`src/rtl/ctrl_ramdrv_ringbuf_mc.sv`:
```
// Multi-channel ring-buffer address driver: per-channel segment registers, push
// address generation and a newest-to-oldest read scan with ready/valid handshake.
module ctrl_ramdrv_ringbuf_mc #(
    parameter int ADDR_WIDTH = 12,
    parameter int CH_NUM     = 4,
    parameter int CH_WIDTH   = 2
) (
    input  logic                  clk,
    input  logic                  rst,
    input  logic                  cfg_we,
    input  logic [CH_WIDTH-1:0]   cfg_ch,
    input  logic [ADDR_WIDTH-1:0] cfg_lo,
    input  logic [ADDR_WIDTH-1:0] cfg_hi,
    input  logic                  wr_req,
    input  logic [CH_WIDTH-1:0]   wr_ch,
    output logic                  wr_valid,
    output logic [ADDR_WIDTH-1:0] wr_addr,
    input  logic                  rd_start,
    input  logic [CH_WIDTH-1:0]   rd_ch,
    input  logic                  rd_ready,
    output logic                  rd_valid,
    output logic [ADDR_WIDTH-1:0] rd_addr,
    output logic                  rd_last,
    output logic                  busy,
    output logic                  err
);

    localparam int CH_SLOTS = 1 << CH_WIDTH;
    localparam logic [CH_WIDTH:0] CH_LIMIT = CH_NUM[CH_WIDTH:0];

    typedef enum logic [0:0] {ST_IDLE = 1'b0, ST_SCAN = 1'b1} state_t;

    function automatic logic [ADDR_WIDTH-1:0] step_up(input logic [ADDR_WIDTH-1:0] a,
                                                      input logic [ADDR_WIDTH-1:0] lo,
                                                      input logic [ADDR_WIDTH-1:0] hi);
        return (a == hi) ? lo : a + ADDR_WIDTH'(1);
    endfunction

    function automatic logic [ADDR_WIDTH-1:0] step_down(input logic [ADDR_WIDTH-1:0] a,
                                                        input logic [ADDR_WIDTH-1:0] lo,
                                                        input logic [ADDR_WIDTH-1:0] hi);
        return (a == lo) ? hi : a - ADDR_WIDTH'(1);
    endfunction

    logic [ADDR_WIDTH-1:0] lo_q   [CH_SLOTS];
    logic [ADDR_WIDTH-1:0] hi_q   [CH_SLOTS];
    logic [ADDR_WIDTH-1:0] head_q [CH_SLOTS];
    logic [ADDR_WIDTH-1:0] lo_d   [CH_SLOTS];
    logic [ADDR_WIDTH-1:0] hi_d   [CH_SLOTS];
    logic [ADDR_WIDTH-1:0] head_d [CH_SLOTS];

    state_t                state_q, state_d;
    logic [CH_WIDTH-1:0]   scan_ch_q, scan_ch_d;
    logic [ADDR_WIDTH-1:0] scan_lo_q, scan_lo_d, scan_hi_q, scan_hi_d, scan_tail_q, scan_tail_d;
    logic [ADDR_WIDTH-1:0] rd_addr_q, rd_addr_d, wr_addr_q, wr_addr_d;
    logic                  rd_valid_q, rd_valid_d, rd_last_q, rd_last_d;
    logic                  wr_valid_q, wr_valid_d, err_q, err_d;

    logic                  start_ok_s, cfg_ok_s, push_ok_s, lock_valid_s;
    logic [CH_WIDTH-1:0]   lock_ch_s;
    logic [ADDR_WIDTH-1:0] new_head_s, start_tail_s, down_s;

    // Next-state logic: command acceptance, segment registers and the scan FSM.
    always_comb begin
        lo_d        = lo_q;
        hi_d        = hi_q;
        head_d      = head_q;
        state_d     = state_q;
        scan_ch_d   = scan_ch_q;
        scan_lo_d   = scan_lo_q;
        scan_hi_d   = scan_hi_q;
        scan_tail_d = scan_tail_q;
        rd_addr_d   = rd_addr_q;
        rd_valid_d  = rd_valid_q;
        rd_last_d   = rd_last_q;
        wr_addr_d   = wr_addr_q;

        start_ok_s   = rd_start && (state_q == ST_IDLE) && ({1'b0, rd_ch} < CH_LIMIT);
        // A channel whose scan starts this cycle is already locked, so the snapshot stays coherent.
        lock_valid_s = (state_q == ST_SCAN) || start_ok_s;
        lock_ch_s    = (state_q == ST_SCAN) ? scan_ch_q : rd_ch;
        cfg_ok_s     = cfg_we && ({1'b0, cfg_ch} < CH_LIMIT) && (cfg_lo <= cfg_hi) &&
                       !(lock_valid_s && (cfg_ch == lock_ch_s));
        push_ok_s    = wr_req && ({1'b0, wr_ch} < CH_LIMIT) &&
                       !(lock_valid_s && (wr_ch == lock_ch_s)) &&
                       !(cfg_we && (cfg_ch == wr_ch));
        err_d        = (cfg_we && !cfg_ok_s) || (wr_req && !push_ok_s) || (rd_start && !start_ok_s);

        new_head_s   = step_up(head_q[wr_ch], lo_q[wr_ch], hi_q[wr_ch]);
        start_tail_s = step_up(head_q[rd_ch], lo_q[rd_ch], hi_q[rd_ch]);
        down_s       = step_down(rd_addr_q, scan_lo_q, scan_hi_q);

        if (cfg_ok_s) begin
            lo_d[cfg_ch]   = cfg_lo;
            hi_d[cfg_ch]   = cfg_hi;
            head_d[cfg_ch] = cfg_lo;
        end else begin
            lo_d = lo_q;
        end

        wr_valid_d = push_ok_s;
        if (push_ok_s) begin
            head_d[wr_ch] = new_head_s;
            wr_addr_d     = new_head_s;
        end else begin
            wr_addr_d = wr_addr_q;
        end

        case (state_q)
            ST_IDLE: begin
                if (start_ok_s) begin
                    state_d     = ST_SCAN;
                    scan_ch_d   = rd_ch;
                    scan_lo_d   = lo_q[rd_ch];
                    scan_hi_d   = hi_q[rd_ch];
                    scan_tail_d = start_tail_s;
                    rd_addr_d   = head_q[rd_ch];
                    rd_valid_d  = 1'b1;
                    rd_last_d   = (head_q[rd_ch] == start_tail_s);
                end else begin
                    state_d = ST_IDLE;
                end
            end
            ST_SCAN: begin
                if (rd_valid_q && rd_ready) begin
                    if (rd_last_q) begin
                        state_d    = ST_IDLE;
                        rd_valid_d = 1'b0;
                        rd_last_d  = 1'b0;
                    end else begin
                        rd_addr_d = down_s;
                        rd_last_d = (down_s == scan_tail_q);
                    end
                end else begin
                    state_d = ST_SCAN;
                end
            end
            default: begin
                state_d    = ST_IDLE;
                rd_valid_d = 1'b0;
                rd_last_d  = 1'b0;
            end
        endcase
    end

    // State registers; reset dominates every other input.
    always_ff @(posedge clk) begin
        if (rst) begin
            for (int i = 0; i < CH_SLOTS; i++) begin
                lo_q[i]   <= '0;
                hi_q[i]   <= '0;
                head_q[i] <= '0;
            end
            state_q     <= ST_IDLE;
            scan_ch_q   <= '0;
            scan_lo_q   <= '0;
            scan_hi_q   <= '0;
            scan_tail_q <= '0;
            rd_addr_q   <= '0;
            rd_valid_q  <= 1'b0;
            rd_last_q   <= 1'b0;
            wr_addr_q   <= '0;
            wr_valid_q  <= 1'b0;
            err_q       <= 1'b0;
        end else begin
            lo_q        <= lo_d;
            hi_q        <= hi_d;
            head_q      <= head_d;
            state_q     <= state_d;
            scan_ch_q   <= scan_ch_d;
            scan_lo_q   <= scan_lo_d;
            scan_hi_q   <= scan_hi_d;
            scan_tail_q <= scan_tail_d;
            rd_addr_q   <= rd_addr_d;
            rd_valid_q  <= rd_valid_d;
            rd_last_q   <= rd_last_d;
            wr_addr_q   <= wr_addr_d;
            wr_valid_q  <= wr_valid_d;
            err_q       <= err_d;
        end
    end

    assign wr_valid = wr_valid_q;
    assign wr_addr  = wr_addr_q;
    assign rd_valid = rd_valid_q;
    assign rd_addr  = rd_addr_q;
    assign rd_last  = rd_last_q;
    assign busy     = (state_q == ST_SCAN);
    assign err      = err_q;

endmodule

```
`config.mk`:
```
export PLATFORM = sky130hd
export DESIGN_NAME = ctrl_ramdrv_ringbuf_mc
export DESIGN_NICKNAME = d
export VERILOG_FILES = /design/src/rtl/ctrl_ramdrv_ringbuf_mc.sv
export SDC_FILE = /design/constraint.sdc
export NUM_CORES = 1
export LEC_CHECK = 0
export ABC_AREA = 1
export CORE_MARGIN = 8
export CORE_UTILIZATION = 55
export CTS_CLUSTER_DIAMETER = 80
export DETAILED_ROUTE_END_ITERATION = 12
export PLACE_DENSITY_LB_ADDON = 0.1
export SYNTH_ARGS = -nofsm -noshare
export SYNTH_HDL_FRONTEND = slang
export SYNTH_SLANG_ARGS = --single-unit
export TNS_END_PERCENT = 50
```
`constraint.sdc`:
```
create_clock -name clk -period 3.7 [get_ports clk]
set_input_delay 0.925 -clock clk [delete_from_list [all_inputs] [get_ports clk]]
set_output_delay 0.925 -clock clk [all_outputs]
set_load 0.02 [all_outputs]
```
==> reports/metrics.yaml <==
yosys:
  ys.warnings.count: 0
  syn_inst: 2001
  synth-edff-count: 0
  ys_types: 42
  dominantRegCellSynth: "dfxtp_1"
  synth_area_per_cell_um2: 6.349
  yosysTopAreaCell: "dfxtp_1"
  syn_nets: 2052
  ys_seq_elements: 211
  syn-cell-area_um2: 12700
  ys_seq_area_frac: 0.3325
  synth_area_leaders: "dfxtp_1 33%, nand2_1 18%, nand3_1 8.9%"
  synthArstFlopShare: 0
  synth.top_cell.area_share: 0.3325
job:
  max_cap_violations: 0
route:
  initialDrtViolationCount: 1769
  ant_nets: 0
  wl_per_cell_um: 20.38
  vias: 14640
  drt_first_pass_iters: 6
  wl_mm: 49.65
  remaining_drc_errors: 0
  routed-wl-met3_mm: 5.610
  highest_layer: "met4"
  m1WireLength_mm: 20.10
  via_per_inst: 6.011
  route.met2.wl_mm: 21.38
pwr:
  power_w: 0.006484
  vdd_ir_drop_max_uv: 381.5
  power_density_nw_per_um2: 421.2
  power_switching_w: 0.002162
  netSwitchingFraction: 0.3334
  power_leakage_nw: 7.132
  p_comb_frac: 0.263
  intPower_w: 0.004322
  pwr-share-seq: 0.391
  p_clk_frac: 0.346
critical_path:
  crit_required_ns: 4.16
  slowest_delay_ns: 0.65
  crit_fanout: 8
  r2r-end: "rd_last"
  crit_buf_inv: 4
  crit_type: "input pin to register"
  arrival_ns: 3.84
  r2r_start: "head_q[0]"
  crit_chain: "clkdlybuf4s50_1 > nor2_2 > inv_1 > o22ai_1 > a21oi_1 > o21ai_0 > buf_4 > xor2_1 > nand2_1 > nor2_2 > buf_4 > nand4_1 > nand3_1 > nand2_1 > nor2_1"
  reg2regPathDepth: 21
  cp_slowest_cell: "clkdlybuf4s50_1"
  rrSetupSlack_ns: 0.94
  worst_setup_path_start_kind: "input pin"
  cp-end-kind: "register"
  worstSetupPathDepth: 15
  crit_family: "buffers and inverters"
clock_network:
  cts_htree_levels: 1
  path_clk_slew_ns: 0.07
  cts_tree: "done"
  numClockSinks: 211
  cts_resized: 0
  holdBufCountCts: 0
  clockBufferDepth: 3
  worstSkewPairLatency_ns: 0.52
  clockRootBuffer: "clkbuf_16"
  post_cts_buffers: 0
  cts_made_buffers: 23
sta:
  drv_slew: 0
  finalHoldViolCount: 0
  rsz0062_at_grt: "false"
  period_share: 0.9123
  fmax_mhz: 296.3
  tightest_slew_ns: 0.8795
  fin_crit_ns: 3.375
  slew_headroom: 0.4137
  setup_tns_ns: 0
  finClkSkew_ns: 0.01137
  setup_viol: 0
global_route:
  grt_pass1_vias: 13440
  grt_usage: 0.3392
  gr-total-overflow: 0
  grt_max_degree: 73
  grt_first_pass_wirelength_mm: 76.18
  antenna_found_initial: 0
place:
  io_buffer_count: 64
  hpwl_mm: 35.97
  gp_congestion: 1.000
cells_and_area:
  nets: 2186
  antenna_cells: 0
  drive_gt1_frac: 0.1079
  syn2layout_area_growth_pct: 21.19
hold_path:
  hp-class: "register to register"
  whs_path_depth: 2
  min-delay-start: "scan_ch_q[0]"
  hold_path_end: "scan_ch_q[0]"
floorplan:
  dieArea_um2: 28220
  io_pins: 65
  core_um2: 22640
  start_util: 0.5611
  dieHeight_um: 168.0
  rows: 55
  die_x_um: 168.0
run_status:
  status: "completed"
-- worst max-delay path by stage --
stage,from,end,slack (ns)
finish,wr_ch[0],head_q[10],0.32
global route,rd_ch[0],rd_last,0.15
CTS,wr_ch[0],head_q[6],0.39
detailed placement,wr_ch[0],head_q[6],-0.11
global placement,wr_ch[0],wr_addr[5],-0.03
floorplan,cfg_hi[11],hi_q[13],0.73
-- metal layers --
| layer | up-vias | GRT usage |
|---|---|---|
| li1 | 6897 | - |
| met1 | 6678 | 0.4462 |
| met2 | 919 | 0.5274 |
| met3 | 149 | 0.06712 |
| met4 | 0 | 0.1580 |
| met5 | - | 0 |
-- logic make-up after synthesis --
group / after synthesis / synth area share
xor+xnor: 41 / 0.02827
buf+inv: 330 / 0.1033
compound gates: 406 / 0.1887
fa+ha+maj: 15 / 0.01477
flops: 211 / 0.3325
simple gates: 998 / 0.3324
-- registers in the layout, summed over array words and instances, names as in the netlist --
| register | count |
|---|---|
| head_q | 48 |
| hi_q | 48 |
| lo_q | 48 |
| rd_addr | 12 |
| scan_hi_q | 12 |
| scan_lo_q | 12 |
| scan_tail_q | 12 |
| wr_addr | 12 |
| scan_ch_q | 2 |
| busy | 1 |
| err | 1 |
| rd_last | 1 |
| rd_valid | 1 |
| wr_valid | 1 |
-- cell type report --
class	count	area, um2
Clock buffer	35	690.7
Clock inverter	6	32.53
Tap cell	285	356.6
Fill cell	2089	7246
Inverter	220	832.0
Timing Repair Buffer	219	2064
Multi-Input combinational cell	1460	7194
Sequential cell	211	4224
-- metrics by stage --
stage	setup WS, ns	area (um2)	instances	utilization	hold WS, ns
after global routing	0.1470	15390	2436	0.6800	0.4832
after global placement	-0.02704	14670	2395	0.6480	0.4415
final	0.3245	15390	2436	0.6800	0.4579
after CTS	0.3883	15390	2436	0.6800	0.4617
after floorplan	0.7265	12700	2001	-	0.4292
after detailed placement	-0.1144	14670	2395	0.6480	0.4528
-- layout by cell type (no fill, tap or decap), drive strengths merged --
| cell type | Yosys | routed |
|---|---|---|
| ha | 15 | 15 |
| a32o | 4 | 4 |
| nor2 | 110 | 110 |
| dfxtp | 211 | 211 |
| a21boi | 1 | 1 |
| o221ai | 13 | 13 |
| a211oi | 3 | 3 |
| xnor2 | 13 | 13 |
| nor3 | 10 | 10 |
| nand3 | 226 | 226 |
| clkdlybuf4s50 | 0 | 61 |
| buf | 45 | 158 |
| a32oi | 5 | 5 |
| nand4 | 20 | 20 |
| o21ai | 123 | 123 |
| clkbuf | 65 | 35 |
| a31oi | 12 | 12 |
| xor2 | 28 | 28 |
| clkinvlp | 0 | 1 |
| nand2 | 616 | 616 |
| a22oi | 32 | 32 |
| inv | 215 | 214 |
| nand3b | 14 | 14 |
| a21oi | 156 | 156 |
| a221oi | 9 | 9 |
| or2 | 2 | 2 |
| o211ai | 34 | 34 |
| o22ai | 14 | 14 |
| clkinv | 5 | 11 |
-- synth_stat cells (5+ instances only) --
library cell  instances
nand2_1             603
nand3_1             225
dfxtp_1             211
inv_1               208
a21oi_1             156
o21ai_0             119
nor2_1              108
clkbuf_1             65
o211ai_1             34
a22oi_1              32
xor2_1               28
buf_2                22
nand4_1              19
ha_1                 15
nand3b_1             14
o22ai_1              14
buf_1                13
xnor2_1              13
a31oi_1              12
nand2_2              11
o221ai_1             11
buf_4                 9
a221oi_1              7
nor3_1                7
a32oi_1               5
clkinv_1              5
inv_2                 5
-- power groups by stage --
stage / logic [W] / registers (W) / clock network [W]
2_1_floorplan: 0.000970 / 0.00258 / 0
3_3_place_gp: 0.00162 / 0.00258 / 0
3_5_place_dp: 0.00164 / 0.00258 / 0
4_1_cts: 0.00166 / 0.00253 / 0.00226
5_1_grt: 0.00184 / 0.00255 / 0.00235
6_report: 0.00170 / 0.00254 / 0.00224
-- worst min-delay path, stage by stage, from the launching register on --
cell,delay (ns)
dfxtp_1,0.30
inv_1,0.06
a21oi_1,0.05
No activity file was read; power rests on OpenSTA's default activity.
